$ cat config.mk
export PLATFORM = sky130hd
export DESIGN_NAME = video_timing_gen
export DESIGN_NICKNAME = d
export VERILOG_FILES = /design/src/rtl/vid_pkg.sv /design/src/rtl/vid_axis_cnt.sv /design/src/rtl/video_timing_gen.sv
export SDC_FILE = /design/constraint.sdc
export NUM_CORES = 1
export LEC_CHECK = 0
export ABC_AREA = 1
export BUFFER_PORTS_ARGS = -buffer_cell sky130_fd_sc_hd__buf_2
export CORE_MARGIN = 2
export CORE_UTILIZATION = 48
export DETAILED_ROUTE_END_ITERATION = 7
export PLACE_DENSITY_LB_ADDON = 0.05
export REMOVE_ABC_BUFFERS = 1
export SETUP_SLACK_MARGIN = 0.1
export SLEW_MARGIN = 20
export SYNTH_ARGS = -nofsm -noshare
export SYNTH_HDL_FRONTEND = slang
export SYNTH_SLANG_ARGS = --single-unit
$ cat constraint.sdc
create_clock -name clk -period 1.7 [get_ports clk]
set_clock_uncertainty 0.05 [all_clocks]
set_input_delay 0.17 -clock clk [delete_from_list [all_inputs] [get_ports clk]]
set_output_delay 0.17 -clock clk [all_outputs]
set_load 0.01 [all_outputs]
$ cat src/rtl/vid_pkg.sv
// Purpose: shared video timing defaults and width helper for the timing generator.
// Latency: n/a (constants and a pure function only).
// Backpressure: n/a.
// Contents: default raster constants (384x264 total, 256x224 active, /8 pixel clock)
//           and vid_width(), the counter width needed to hold 0..n-1.
package vid_pkg;

    localparam int VID_H_TOTAL   = 384;
    localparam int VID_H_ACTIVE  = 256;
    localparam int VID_HS_START  = 272;
    localparam int VID_HS_WIDTH  = 32;
    localparam int VID_V_TOTAL   = 264;
    localparam int VID_V_ACTIVE  = 224;
    localparam int VID_VS_START  = 240;
    localparam int VID_VS_WIDTH  = 8;
    localparam int VID_CLK_DIV   = 8;
    localparam int VID_SYNC_POL  = 0;
    localparam int VID_VIRQ_LINE = 224;

    // Bits needed to count 0..n-1; never less than one bit so that
    // degenerate sizes (n = 1) still produce a legal vector.
    function automatic int vid_width(input int n);
        return (n > 1) ? $clog2(n) : 1;
    endfunction

endpackage

$ cat src/rtl/vid_axis_cnt.sv
// Purpose: one raster axis -- wrapping position counter with blank and sync window decode.
// Latency: 0 clk between cnt and blank/sync (decodes are registered from the next count).
// Backpressure: none; advances whenever step is high.
// Ports: clk/rst_n; step (advance this clk); cnt (current position);
//        cnt_nxt (value cnt takes at the next edge); wrap (step at TOTAL-1);
//        blank (cnt >= ACTIVE); sync (cnt in sync window, driven at SYNC_POL).
module vid_axis_cnt
    import vid_pkg::*;
#(
    parameter int TOTAL    = VID_H_TOTAL,
    parameter int ACTIVE   = VID_H_ACTIVE,
    parameter int S_START  = VID_HS_START,
    parameter int S_WIDTH  = VID_HS_WIDTH,
    parameter int SYNC_POL = VID_SYNC_POL,
    parameter int W        = vid_width(TOTAL)
) (
    input  logic         clk,
    input  logic         rst_n,
    input  logic         step,
    output logic [W-1:0] cnt,
    output logic [W-1:0] cnt_nxt,
    output logic         wrap,
    output logic         blank,
    output logic         sync
);

    logic [31:0] nxt_ext;
    logic        sync_win;

    assign wrap = step && (32'(cnt) == TOTAL - 1);

    always_comb begin
        cnt_nxt = cnt;
        if (wrap) begin
            cnt_nxt = '0;
        end else if (step) begin
            cnt_nxt = cnt + 1'b1;
        end
    end

    // Decoding the value the counter is about to take lets the flag registers
    // line up with the counter register in the same cycle.
    assign nxt_ext  = 32'(cnt_nxt);
    assign sync_win = (nxt_ext >= S_START) && (nxt_ext < S_START + S_WIDTH);

    always_ff @(posedge clk or negedge rst_n) begin
        if (!rst_n) begin
            cnt   <= '0;
            blank <= 1'b0;
            sync  <= (SYNC_POL == 0);   // inactive level
        end else begin
            cnt   <= cnt_nxt;
            blank <= (nxt_ext >= ACTIVE);
            sync  <= (SYNC_POL != 0) ? sync_win : !sync_win;
        end
    end

endmodule

$ cat src/rtl/video_timing_gen.sv
// Purpose: raster timing generator -- pixel enable, h/v counters, sync/blank/de, frame IRQ and vblank NMI.
// Latency: all outputs registered, aligned with hcnt/vcnt in the same cycle; nmi_n lags vblank/nmi_en by 1 clk.
// Backpressure: none; free-running, int_ack only clears the latched IRQ.
// Ports: clk, rst_n (async, active low); int_ack (level, clears irq_n); nmi_en;
//        pix_ce; hcnt/vcnt; hsync/vsync (SYNC_POL); hblank/vblank/de;
//        line_start/frame_start (1-clk pulses); irq_n/nmi_n (active low).
module video_timing_gen
    import vid_pkg::*;
#(
    parameter int H_TOTAL   = VID_H_TOTAL,
    parameter int H_ACTIVE  = VID_H_ACTIVE,
    parameter int HS_START  = VID_HS_START,
    parameter int HS_WIDTH  = VID_HS_WIDTH,
    parameter int V_TOTAL   = VID_V_TOTAL,
    parameter int V_ACTIVE  = VID_V_ACTIVE,
    parameter int VS_START  = VID_VS_START,
    parameter int VS_WIDTH  = VID_VS_WIDTH,
    parameter int CLK_DIV   = VID_CLK_DIV,
    parameter int SYNC_POL  = VID_SYNC_POL,
    parameter int VIRQ_LINE = VID_VIRQ_LINE,
    localparam int HW = vid_width(H_TOTAL),
    localparam int VW = vid_width(V_TOTAL)
) (
    input  logic          clk,
    input  logic          rst_n,
    input  logic          int_ack,
    input  logic          nmi_en,
    output logic          pix_ce,
    output logic [HW-1:0] hcnt,
    output logic [VW-1:0] vcnt,
    output logic          hsync,
    output logic          vsync,
    output logic          hblank,
    output logic          vblank,
    output logic          de,
    output logic          line_start,
    output logic          frame_start,
    output logic          irq_n,
    output logic          nmi_n
);

    if (H_ACTIVE > H_TOTAL) begin : g_err_h_active
        $error("video_timing_gen: H_ACTIVE exceeds H_TOTAL");
    end
    if (HS_START + HS_WIDTH > H_TOTAL) begin : g_err_hsync
        $error("video_timing_gen: hsync window runs past H_TOTAL");
    end
    if (VS_START + VS_WIDTH > V_TOTAL) begin : g_err_vsync
        $error("video_timing_gen: vsync window runs past V_TOTAL");
    end
    if (VIRQ_LINE >= V_TOTAL) begin : g_err_virq
        $error("video_timing_gen: VIRQ_LINE must be below V_TOTAL");
    end
    if (CLK_DIV < 1 || CLK_DIV > 256) begin : g_err_div
        $error("video_timing_gen: CLK_DIV must be 1..256");
    end

    localparam int DW = vid_width(CLK_DIV);

    logic [DW-1:0] div_q;
    logic [DW-1:0] div_nxt;
    logic [HW-1:0] h_nxt;
    logic [VW-1:0] v_nxt;
    logic          h_wrap;
    logic          v_wrap;
    logic          irq_set;
    logic          de_nxt;

    // pix_ce is registered from the next divider value so it is high exactly
    // while div_q sits at CLK_DIV-1; the counters then step on that same edge.
    assign div_nxt = (32'(div_q) == CLK_DIV - 1) ? '0 : div_q + 1'b1;

    vid_axis_cnt #(
        .TOTAL    (H_TOTAL),
        .ACTIVE   (H_ACTIVE),
        .S_START  (HS_START),
        .S_WIDTH  (HS_WIDTH),
        .SYNC_POL (SYNC_POL)
    ) u_h (
        .clk     (clk),
        .rst_n   (rst_n),
        .step    (pix_ce),
        .cnt     (hcnt),
        .cnt_nxt (h_nxt),
        .wrap    (h_wrap),
        .blank   (hblank),
        .sync    (hsync)
    );

    // The vertical axis only moves on a horizontal wrap, so vsync can only
    // change on the edge that brings hcnt back to 0.
    vid_axis_cnt #(
        .TOTAL    (V_TOTAL),
        .ACTIVE   (V_ACTIVE),
        .S_START  (VS_START),
        .S_WIDTH  (VS_WIDTH),
        .SYNC_POL (SYNC_POL)
    ) u_v (
        .clk     (clk),
        .rst_n   (rst_n),
        .step    (h_wrap),
        .cnt     (vcnt),
        .cnt_nxt (v_nxt),
        .wrap    (v_wrap),
        .blank   (vblank),
        .sync    (vsync)
    );

    // Line/frame pulses and the IRQ fire on a wrap, never on reset, so the
    // line in progress at reset release produces no start pulse.
    assign irq_set = h_wrap && (32'(v_nxt) == VIRQ_LINE);
    assign de_nxt  = (32'(h_nxt) < H_ACTIVE) && (32'(v_nxt) < V_ACTIVE);

    always_ff @(posedge clk or negedge rst_n) begin
        if (!rst_n) begin
            div_q       <= '0;
            pix_ce      <= 1'b0;
            de          <= 1'b0;
            line_start  <= 1'b0;
            frame_start <= 1'b0;
            irq_n       <= 1'b1;
            nmi_n       <= 1'b1;
        end else begin
            div_q       <= div_nxt;
            pix_ce      <= (32'(div_nxt) == CLK_DIV - 1);
            de          <= de_nxt;
            line_start  <= h_wrap;
            frame_start <= h_wrap && v_wrap;
            nmi_n       <= !(vblank && nmi_en);
            // A set on the same edge as an acknowledge must not be lost.
            if (irq_set) begin
                irq_n <= 1'b0;
            end else if (int_ack) begin
                irq_n <= 1'b1;
            end
        end
    end

endmodule

==> impl_metrics.yaml <==
cts:
  htree_levels: 2
  cts.path.max_buffers: 2
  cts.sinks: 31
  clkTransAtPathRegs_ns: 0.09
  tritoncts: "built"
  clk_latency_ns: 0.33
  cts_buffers: 5
  cts_root_buf: "clkbuf_4"
placement:
  dp.cells: 265
  place_congestion: 0.8402
  dp_slack_ns: 0.007680
  dp_hpwl_um: 2276
  dpl_cell_area_um2: 1819
  port_buffers: 31
timing:
  setup_viol: 0
  finalCritPeriodShare: 0.9679
  rsz0062_at_grt: "yes"
  timing.fmax_mhz: 607.8
  period_needed_ns: 1.645
  worstMarginPinSlew_ns: 0.6646
  setup_slack_ns: 0.05464
  drv_slew: 0
  hold_violations: 0
  max_slew_margin: 0.5569
  tns_ns: 0
layout:
  nFillCells: 296
  reg.largest.list: "u_h.cnt x9, u_v.cnt x9, div_q x3"
  layout.cells.non_filler: 281
  fin_util: 0.6557
  mostFrequentLayoutCell: "nand2_1"
  fin_area_um2: 2018
  final_cell_mix: "nand2_1 (44), buf_2 (31), dfrtp_1 (25), inv_1 (24), buf_4 (15)"
  drive_gt1_frac: 0.4051
  finalNetCount: 244
  area_growth_pct: 29.66
  diodes: 0
worst_setup_path:
  cpMaxStageDelayCell: "dfrtp_1"
  critPathMaxStageDelay_ns: 0.40
  arrival_ns: 1.86
  end_kind: "register"
  crit_required_ns: 1.92
  critical_path.max_fanout: 3
  path_cells: "ha_2, buf_4, nand2_4, nor2_4, nand4_1, nor2_1, or2_2, nand3_4, inv_2, nor2_2"
  start_kind: "register"
  criticalPathCategory: "register to register"
routing:
  drtAntennaViolNets: 0
  first_iter_violations: 88
  vias: 1293
  vias_per_cell: 4.601
  routed_wl_um: 3115
  dr.pass1.iters: 4
  drc: 0
  wl_per_cell_um: 11.09
yosys:
  synth.avg_cell_area_um2: 8.552
  synthDistinctLibCells: 30
  yosysTopAreaCell: "dfrtp_1"
  synth.yosys.warnings: 0
  netlist_instances: 182
  synthTopCellsByArea: "dfrtp_1 (43%), nand2_1 (11%), dfstp_2 (6.8%)"
  ys_ff_latch: 31
  syn_area_um2: 1556
  yosysTopAreaCellShare: 0.4341
  seq_area_frac_synth: 0.5016
global_routing:
  grt_pass1_wl_um: 5126
  grt_antenna_before_repair: 0
  grt_pass1_vias: 1200
  track_usage: 0.1916
  grt_max_degree: 32
  grt-ovfl-total: 0
die:
  die_h_um: 60.95
  core_um2: 3078
  die_area_um2: 3714
  die_w_um: 60.95
  io-pin-count: 32
  start_util: 0.5057
  std_cell_rows: 20
pwr:
  powerDensity_nw_per_um2: 575.9
  ir_drop_mv: 0.3497
  leakage_nw: 1.119
status:
  status: "completed"
worst_hold_path:
  hp-class: "primary input to register"
job:
  drv_cap: 0
[power breakdown]
part           leakage (nW)  internal [mW]  total [mW]         switching (mW)
Sequential            0.396          0.737       0.737  0.0000000000000000200
Combinational         0.694        0.00540      0.0198                 0.0144
Clock                0.0293          0.161       0.405                  0.244
[cells by family (layout without fill, tap and decap cells)]
family / count (synthesis) / after routing / synth area share
AND/OR/NAND/NOR: 95 / 95 / 0.2862
XOR/XNOR: 9 / 9 / 0.05065
buffers and inverters: 35 / 90 / 0.09485
AO/OA/AOI/OAI: 8 / 8 / 0.03456
adder cells (fa/ha/maj): 4 / 4 / 0.03216
flip-flops: 31 / 31 / 0.5016
[critical path: cells and delay by family, from the launching register on]
kind          cells  cell delay [ns]
buf+inv           2             0.19
flops             1             0.40
fa+ha+maj         1             0.20
simple gates      7             0.75
[final timing paths]
kind | startpoint | cells after the start | end | slack [ns]
setup / recovery | u_h.cnt[1]$_DFF_PN0_ | 10 | de$_DFF_PN0_ | 0.05
hold / removal | int_ack | 3 | irq_n$_DFFE_PN1P_ | 0.02
setup reg to reg | u_h.cnt[1]$_DFF_PN0_ | 10 | de$_DFF_PN0_ | 0.05
hold reg to reg | u_v.blank$_DFF_PN0_ | 1 | nmi_n$_DFF_PN1_ | 0.35
max in group asynchronous | rst_n | 2 | pix_ce$_DFF_PN0_ | 0.78
min in group asynchronous | rst_n | 2 | u_h.cnt[5]$_DFF_PN0_ | 0.34
[routing by layer]
| layer | GRT usage | share of wire | vias up |
|---|---|---|---|
| li1 | - | - | 666 |
| met1 | 0.2476 | 0.45 | 584 |
| met2 | 0.2980 | 0.47 | 38 |
| met3 | 0.06397 | 0.060 | 5 |
| met4 | 0.07453 | 0.017 | 0 |
| met5 | 0 | 0 | - |
[synthesized netlist by cell type]
cell      count
nand2_2       4
ha_1          4
nor3_2        1
nand4_1       3
a21boi_1      1
nand3_4       1
xor2_1        8
clkinv_2      1
buf_6         2
a21oi_2       1
and3_1        1
nand3b_1      1
or2_2         3
nand3_2       1
or2_1         1
inv_2         6
nor3_1        1
o21ai_1       3
a21oi_1       1
xnor2_1       1
nand3_1      10
nor2_1       17
o21ai_2       1
nor2_4        1
nor2_2        3
inv_1        26
nand2_1      47
a31o_2        1
dfrtp_1      27
dfstp_2       4
[per-stage QoR]
| stage | total power, mW | hold WS, ns |
|---|---|---|
| floorplan | 0.7517 | -0.1756 |
| global placement | 0.7686 | 0.1862 |
| detailed placement | 0.7693 | 0.1980 |
| CTS | 1.183 | 0.007969 |
| global route | 1.222 | 0.01313 |
| finish | 1.162 | 0.01746 |
[what timing repair did]
item | 4_1_cts | 5_1_grt
hold endpoints to repair | 28 | 0
resized for setup | 8 | 16
buffers inserted | 3 | 3
setup endpoints to repair | 7 | 8
hold buffers | 2 | 0
pin swaps | 1 | 11
[final cells by class]
type                    instances  area [um2]  share of cell area
repair buffers                 49       302.8              0.1500
flip-flops and latches         31       783.3              0.3881
clock inverters                 1       5.005            0.002480
inverters                      33       128.9             0.06386
well taps                      44       55.05             0.02728
clock buffers                   7       45.04             0.02232
multi-input cells             116       698.2              0.3459
Note: power is estimated with default switching activity, not from simulation.
